==> src/rtl/mem_port_arbiter_pkg.sv <==
// Shared types for the fetch/data memory-port arbiter.
// Holds the state and owner encodings plus the address range check.
package mem_port_arbiter_pkg;

  typedef enum logic [1:0] {
    ARB_IDLE = 2'd0,
    ARB_BUSY = 2'd1,
    ARB_RESP = 2'd2
  } arb_state_t;

  typedef enum logic {
    OWN_F = 1'b0,
    OWN_D = 1'b1
  } owner_t;

  typedef struct packed {
    logic        we;
    logic [63:0] addr;
    logic [63:0] wdata;
  } mem_cmd_t;

  // Widened to 65 bits so addresses near 2^64 cannot wrap into range.
  function automatic logic addr_ok(
    input logic [63:0] addr,
    input int unsigned bytes
  );
    logic [64:0] last;
    last = {1'b0, addr} + 65'd8;
    return last <= 65'(bytes);
  endfunction

endpackage

==> src/rtl/mem_watchdog.sv <==
// Busy-cycle counter for the memory port.
// Flags expiry once the count reaches TIMEOUT-1.
module mem_watchdog #(
  parameter int unsigned TIMEOUT = 255
) (
  input  logic clk,
  input  logic rst,
  input  logic clr,
  input  logic en,
  output logic expired
);

  localparam logic [7:0] LAST = 8'(TIMEOUT - 1);

  logic [7:0] wd;

  always_ff @(posedge clk) begin
    if (rst || clr) begin
      wd <= 8'd0;
    end else if (en) begin
      wd <= wd + 8'd1;
    end
  end

  assign expired = (wd == LAST);

endmodule

==> src/rtl/mem_port_arbiter.sv <==
// Serialises fetch and data requests onto one req/ack memory port.
// Out-of-range requests and stalled transactions complete with err.
module mem_port_arbiter
  import mem_port_arbiter_pkg::*;
#(
  parameter int unsigned MEM_BYTES = 8192,
  parameter int unsigned TIMEOUT   = 255
) (
  input  logic        clk,
  input  logic        rst,
  input  logic        f_req,
  input  logic [63:0] f_addr,
  output logic        f_valid,
  output logic [63:0] f_rdata,
  output logic        f_err,
  input  logic        d_req,
  input  logic        d_we,
  input  logic [63:0] d_addr,
  input  logic [63:0] d_wdata,
  output logic        d_valid,
  output logic [63:0] d_rdata,
  output logic        d_err,
  output logic        m_req,
  output logic        m_we,
  output logic [63:0] m_addr,
  output logic [63:0] m_wdata,
  input  logic        m_ack,
  input  logic [63:0] m_rdata
);

  arb_state_t state, state_n;
  owner_t     owner, owner_n;
  owner_t     last, last_n;

  logic        m_req_n;
  logic        m_we_n;
  logic [63:0] m_addr_n;
  logic [63:0] m_wdata_n;

  logic        f_valid_n, d_valid_n;
  logic [63:0] f_rdata_n, d_rdata_n;
  logic        f_err_n, d_err_n;

  logic        gnt_f, gnt_d;
  owner_t      gnt_own;
  mem_cmd_t    gnt_cmd;

  logic        fin;
  owner_t      fin_own;
  logic [63:0] fin_rdata;
  logic        fin_err;

  logic        wd_clr, wd_en, wd_exp;

  assign wd_clr = (state != ARB_BUSY);
  assign wd_en  = (state == ARB_BUSY) && !m_ack;

  mem_watchdog #(
    .TIMEOUT(TIMEOUT)
  ) u_wd (
    .clk    (clk),
    .rst    (rst),
    .clr    (wd_clr),
    .en     (wd_en),
    .expired(wd_exp)
  );

  // On a tie the port that did not win last time is served.
  assign gnt_d = d_req && (!f_req || last == OWN_F);
  assign gnt_f = f_req && !gnt_d;

  always_comb begin
    gnt_own = OWN_F;
    gnt_cmd = '{we: 1'b0, addr: f_addr, wdata: 64'd0};
    if (gnt_d) begin
      gnt_own = OWN_D;
      gnt_cmd = '{we: d_we, addr: d_addr, wdata: d_wdata};
    end
  end

  always_comb begin
    state_n   = state;
    owner_n   = owner;
    last_n    = last;
    m_req_n   = m_req;
    m_we_n    = m_we;
    m_addr_n  = m_addr;
    m_wdata_n = m_wdata;
    fin       = 1'b0;
    fin_own   = owner;
    fin_rdata = 64'd0;
    fin_err   = 1'b0;
    unique case (state)
      ARB_IDLE: begin
        if (gnt_d || gnt_f) begin
          owner_n   = gnt_own;
          last_n    = gnt_own;
          m_we_n    = gnt_cmd.we;
          m_addr_n  = gnt_cmd.addr;
          m_wdata_n = gnt_cmd.wdata;
          if (addr_ok(gnt_cmd.addr, MEM_BYTES)) begin
            state_n = ARB_BUSY;
            m_req_n = 1'b1;
          end else begin
            state_n = ARB_RESP;
            fin     = 1'b1;
            fin_own = gnt_own;
            fin_err = 1'b1;
          end
        end
      end
      ARB_BUSY: begin
        unique case (1'b1)
          m_ack: begin
            state_n   = ARB_RESP;
            m_req_n   = 1'b0;
            fin       = 1'b1;
            fin_rdata = m_we ? 64'd0 : m_rdata;
          end
          wd_exp: begin
            state_n = ARB_RESP;
            m_req_n = 1'b0;
            fin     = 1'b1;
            fin_err = 1'b1;
          end
          default: ;
        endcase
      end
      ARB_RESP: state_n = ARB_IDLE;
      default:  state_n = ARB_IDLE;
    endcase
  end

  always_comb begin
    f_valid_n = fin && (fin_own == OWN_F);
    d_valid_n = fin && (fin_own == OWN_D);
    f_rdata_n = f_valid_n ? fin_rdata : 64'd0;
    d_rdata_n = d_valid_n ? fin_rdata : 64'd0;
    f_err_n   = f_valid_n && fin_err;
    d_err_n   = d_valid_n && fin_err;
  end

  always_ff @(posedge clk) begin
    if (rst) begin
      state   <= ARB_IDLE;
      owner   <= OWN_F;
      last    <= OWN_F;
      m_req   <= 1'b0;
      m_we    <= 1'b0;
      m_addr  <= 64'd0;
      m_wdata <= 64'd0;
      f_valid <= 1'b0;
      f_rdata <= 64'd0;
      f_err   <= 1'b0;
      d_valid <= 1'b0;
      d_rdata <= 64'd0;
      d_err   <= 1'b0;
    end else begin
      state   <= state_n;
      owner   <= owner_n;
      last    <= last_n;
      m_req   <= m_req_n;
      m_we    <= m_we_n;
      m_addr  <= m_addr_n;
      m_wdata <= m_wdata_n;
      f_valid <= f_valid_n;
      f_rdata <= f_rdata_n;
      f_err   <= f_err_n;
      d_valid <= d_valid_n;
      d_rdata <= d_rdata_n;
      d_err   <= d_err_n;
    end
  end

endmodule

==> config.mk <==
export PLATFORM = sky130hd
export DESIGN_NAME = mem_port_arbiter
export DESIGN_NICKNAME = d
export VERILOG_FILES = /design/src/rtl/mem_port_arbiter_pkg.sv /design/src/rtl/mem_watchdog.sv /design/src/rtl/mem_port_arbiter.sv
export SDC_FILE = /design/constraint.sdc
export NUM_CORES = 1
export LEC_CHECK = 0
export CAP_MARGIN = 20
export CORE_AREA = 2 2 203 205
export CTS_CLUSTER_DIAMETER = 50
export DETAILED_ROUTE_END_ITERATION = 12
export DIE_AREA = 0 0 205 207
export MAX_ROUTING_LAYER = met4
export SYNTH_ARGS = -nofsm -noshare
export SYNTH_HDL_FRONTEND = slang
export SYNTH_SLANG_ARGS = --single-unit
==> constraint.sdc <==
create_clock -name clk -period 6.48 [get_ports clk]
set_input_delay 0.972 -clock clk [delete_from_list [all_inputs] [get_ports clk]]
set_output_delay 0.972 -clock clk [all_outputs]
set_load 0.05 [all_outputs]
==> Word level (Yosys, flattened, before mapping) <==
Cells that the tools add are included.
Widths: inputs -> output; s select.
{ "word_totals": {"inputBits": 262, "ff_bits": 273, "out_inout_bits": 262} }
{ "op_classes": {"order_cmp": 1, "eq_ne": 6, "n_bitwise": 4, "muxes": 22, "n_reduce_logical": 21, "n_addsub": 2} }
{ "ops": {"columns": ["cell", "count"], "rows": [
  ["$mux 64", 3],
  ["$mux 129", 1],
  ["$add 64x4->65 const B", 1],
  ["$le 65x14->1 const B", 1],
  ["$mux 1", 11],
  ["$add 8x1->8 const B", 1],
  ["$eq 8x8->1 const B", 1],
  ["$logic_and 1x1->1", 7],
  ["$mux 2", 3],
  ["$ne 2x2->1 const B", 3],
  ["$pmux 1 s2", 3],
  ["$reduce_or 2->1", 3],
  ["$not 1->1", 4],
  ["$pmux 2 s2", 1],
  ["$reduce_and 2->1", 2],
  ["$reduce_and 4->1", 1],
  ["$logic_not 1->1", 3],
  ["$logic_or 1x1->1", 3],
  ["$eq 2x1->1 const B", 1],
  ["$logic_not 2->1", 1],
  ["$ne 2x1->1 const B", 1],
  ["$reduce_bool 2->1", 1]
]} }

==> Longest topological paths before layout <==
{ "depth": {"depth_word": 13, "ltp_mapped": 21, "mapped_depth_nobuf": 14} }

==> Hierarchy <==
Synthesis repeated with hierarchy kept, for this count alone.
{ "unflattened": {"cells_unflattened": 1438, "area_unflattened_um2": 12512.0} }
{ "by_module_without_submodules": {"columns": ["mod", "cells_each", "seq_area_each_um2", "instances", "area_each_um2"], "rows": [
  ["mem_port_arbiter", 1396, 5305.1, 1, 12142.9],
  ["mem_watchdog", 42, 160.2, 1, 369.1]
]} }

==> Worst setup path before layout <==
OpenSTA, ideal clock, no wires.
{ "synth_path": {"path_kind": "input to register", "from": "in d_req", "to": "reg d_rdata[46]", "cell_stages": 20, "t_arrival_ps": 5587, "slack_ps": 777, "required_ps": 6363, "path_cell_list": "a21boi_1 > buf_2 > buf_2 > buf_2 > buf_1 > clkbuf_1 > nand2_1 > nand2_1 > ha_1 > nand2_1 > or4_4 > a222oi_1 > nand3_2 > o31a_1 > nor4_2 > nand4_2 > o211ai_2 > buf_2 > buf_2 > nor2_1"} }
{ "synth_rtl": {"columns": ["item", "line_no", "rtl"], "rows": [
  ["from (decl)", "mem_port_arbiter.sv:16", "input logic d_req,"],
  ["to (signal assigned)", "mem_port_arbiter.sv:170", "d_rdata <= d_rdata_n;"],
  ["to (decl)", "mem_port_arbiter.sv:21", "output logic [63:0] d_rdata,"]
]} }

==> results.yml <==
synthesis:
  async_flop_share_pct: 0
  syn_avg_cell_area_um2: 8.55
  synth_nets: 1676
  synth_flop_cell: "dfxtp_1"
  synth_top_area_share_pct: 45.3
  yosys_warnings: 0
  ys_ff_latch: 273
  yosys.area.top_type: "dfxtp_1"
  synth_area_leaders: "dfxtp_1 45%, nor2_1 7.5%, nand2_1 5.4%"
  ys_types: 80
  synth_seq_area_share_pct: 45.3
  syn_inst: 1411
  syn_area_mm2: 0.0121
  synth_enable_flop_cells: 0
sta:
  min_period_ns: 5.26
  fin_ws_ns: 1.22
  worst_slew_pin_slew_ns: 0.830
  slew_headroom_pct: 44.7
  finalMaxSlewViolations: 0
  setup_viol: 0
  fin_worst_skew_ns: 0.0248
  max_freq_mhz: 190
  hold_violations: 0
  rsz0062_at_grt: "no"
  tns_ns: 0
  timing.final.crit_share_pct: 81.1
detailed_routing:
  vias_per_cell: 5.20
  wirelength_mm: 51.0
  ant_nets: 0
  num_vias: 12800
  wl_per_cell_um: 20.7
  route.detailed.drc: 0
  firstDrtPassIters: 7
  drtIter0Drc: 897
floorplanning:
  die_w_um: 205
  die-area_mm2: 0.0424
  rows: 74
  die_h_um: 207
  ios: 524
  core_area_mm2: 0.0404
  start_util_pct: 29.9
hold_path:
  min_path_type: "register to register"
  hold_depth: 2
clock_tree:
  cts.htree.levels: 2
  numCtsBuffers: 38
  cts_sinks: 273
  clkSlewWorstSetupHoldPaths_ns: 0.06
  cts_tree: "done"
  cts_setup_buffers: 0
  holdBufCountCts: 0
  cts_resized: 0
  root_buffer: "clkbuf_16"
  clk_latency_ns: 0.55
  clock_path_buffers: 3
run:
  drv_cap: 0
layout:
  layout-area-overhead-vs-synth_pct: 58.3
  post-route-util_pct: 47.3
  n_antenna_cell: 0
  drive_gt1_share_pct: 7.89
  final_cell_mix: "522 x clkdlybuf4s50_1, 273 x dfxtp_1, 242 x nor2_1, 174 x nand2_1, 72 x a22oi_1"
  finalNetCount: 2163
  final_common_cell: "clkdlybuf4s50_1"
  fillCellCount: 3915
setup_path:
  cp-start-kind: "input pin"
  crit_required_ns: 6.91
  worstRegToRegCells: 16
  endpoint_kind: "register"
  crit_type: "input pin to register"
  cp_max_fo: 24
  reg2reg_slack_ns: 1.74
  worstPathArrival_ns: 5.68
status:
  outcome: "finished clean"
power:
  irDropWorstVdd_uv: 165
  leakage_nw: 6.87
  finalPower_w: 0.00490
  p_per_area_mw_per_mm2: 256
grt:
  grt_pass1_vias: 12500
  grt_use_total_pct: 23.9
  grt_pass1_wl_mm: 76.0
  grt_max_degree: 80
  grt_overflow_total: 0
  antenna_found_initial: 1
placement:
  gp_congestion: 0.984
  dp_hpwl_mm: 39.1
  port_buffers: 523
  pre_cts_slack_ns: 0.642
## per-stage QoR
| stage | hold WS [ns] | cell area (um^2) | instances |
|---|---|---|---|
| finish | 0.495 | 19100 | 2458 |
| global route | 0.516 | 19100 | 2458 |
| CTS | 0.496 | 19100 | 2458 |
| detailed placement | 0.490 | 17800 | 2390 |
| global placement | 0.487 | 17800 | 2390 |
| floorplan | 0.471 | 12100 | 1411 |
## worst paths after layout
kind / start / to
max: d_req / f_rdata[3]
min: m_addr[48] / m_addr[48]
max reg2reg: last / f_rdata[3]
min reg2reg: m_addr[48] / m_addr[48]
## worst max-delay path, stage by stage
cell and delay [ns]:
clkdlybuf4s50_1 0.59, a21boi_4 0.37, nand2_1 0.10, nand2_1 0.09, ha_1 0.26, nand2_1 0.11
or4_4 0.53, a211oi_1 0.35, nand3_1 0.12, a2111oi_0 0.43, buf_4 0.21, o22ai_1 0.08
nor4_2 0.45, o211ai_1 0.21, o21ai_4 0.45, buf_12 0.26, nor3_1 0.08
## routing by layer
metal / share of wire (%) / wire length [um] / global-route usage [%] / vias to the layer above
met5: 0 / 0 / - / -
met4: 2.1 / 1080 / 6.52 / 0
met3: 7.9 / 4040 / 5.87 / 73
met2: 50 / 25600 / 41.1 / 564
met1: 40 / 20200 / 27.6 / 6034
li1: - / - / - / 6102
## kinds of logic after synthesis
logic type                 share of synthesized area (%)
and+or+nand+nor                                     28.4
DFF                                                 45.3
AOI/OAI and AO/OA                                   15.3
buffers and inverters                               3.96
muxes                                               4.45
xor gates and xnor gates                            2.25
adders and majority gates                          0.311
## area by class of cell
type	instances	area [um^2]	area share [%]
Multi-Input combinational cell	1031	6180	32.4
Timing Repair Buffer	545	5470	28.6
Sequential cell	273	5470	28.6
Clock buffer	52	1090	5.72
Tap cell	532	666	3.48
Clock inverter	16	193	1.01
Inverter	9	33.8	0.177
## registers in the layout, indices dropped and copies added, names as in the netlist
register	flops
d_rdata	64
f_rdata	64
m_addr	64
m_wdata	64
u_wd.wd	8
state	2
d_err	1
d_valid	1
f_err	1
f_valid	1
last	1
m_req	1
m_we	1
## synthesized netlist by cell type (4+ instances only)
library cell	n
nand4_1	44
xnor2_1	11
nand2_1	174
o211ai_1	4
o31ai_1	4
nor4_1	12
and2_1	5
a31oi_1	6
clkbuf_1	61
inv_1	8
and4_1	15
o32ai_1	5
a311oi_1	18
a22oi_1	72
a21boi_0	4
nor2_1	242
nand3_1	52
buf_4	6
buf_1	8
or4_1	5
mux2_2	5
a211oi_1	46
and3_1	19
or3_1	12
xor2_1	20
buf_2	19
nor3_1	52
o22ai_1	10
mux2i_1	48
nor3_2	39
o21ai_0	19
a21oi_1	18
dfxtp_1	273
buf_6	4
## power by group
| part | switching [W] | total [W] | internal, W | leakage (nW) |
|---|---|---|---|---|
| clock network | 0.000816 | 0.00210 | 0.00128 | 0.626 |
| logic | 0.000627 | 0.00101 | 0.000380 | 4.02 |
| registers | 0.0000406 | 0.00179 | 0.00175 | 2.23 |
(Power assumes the default switching activity.)
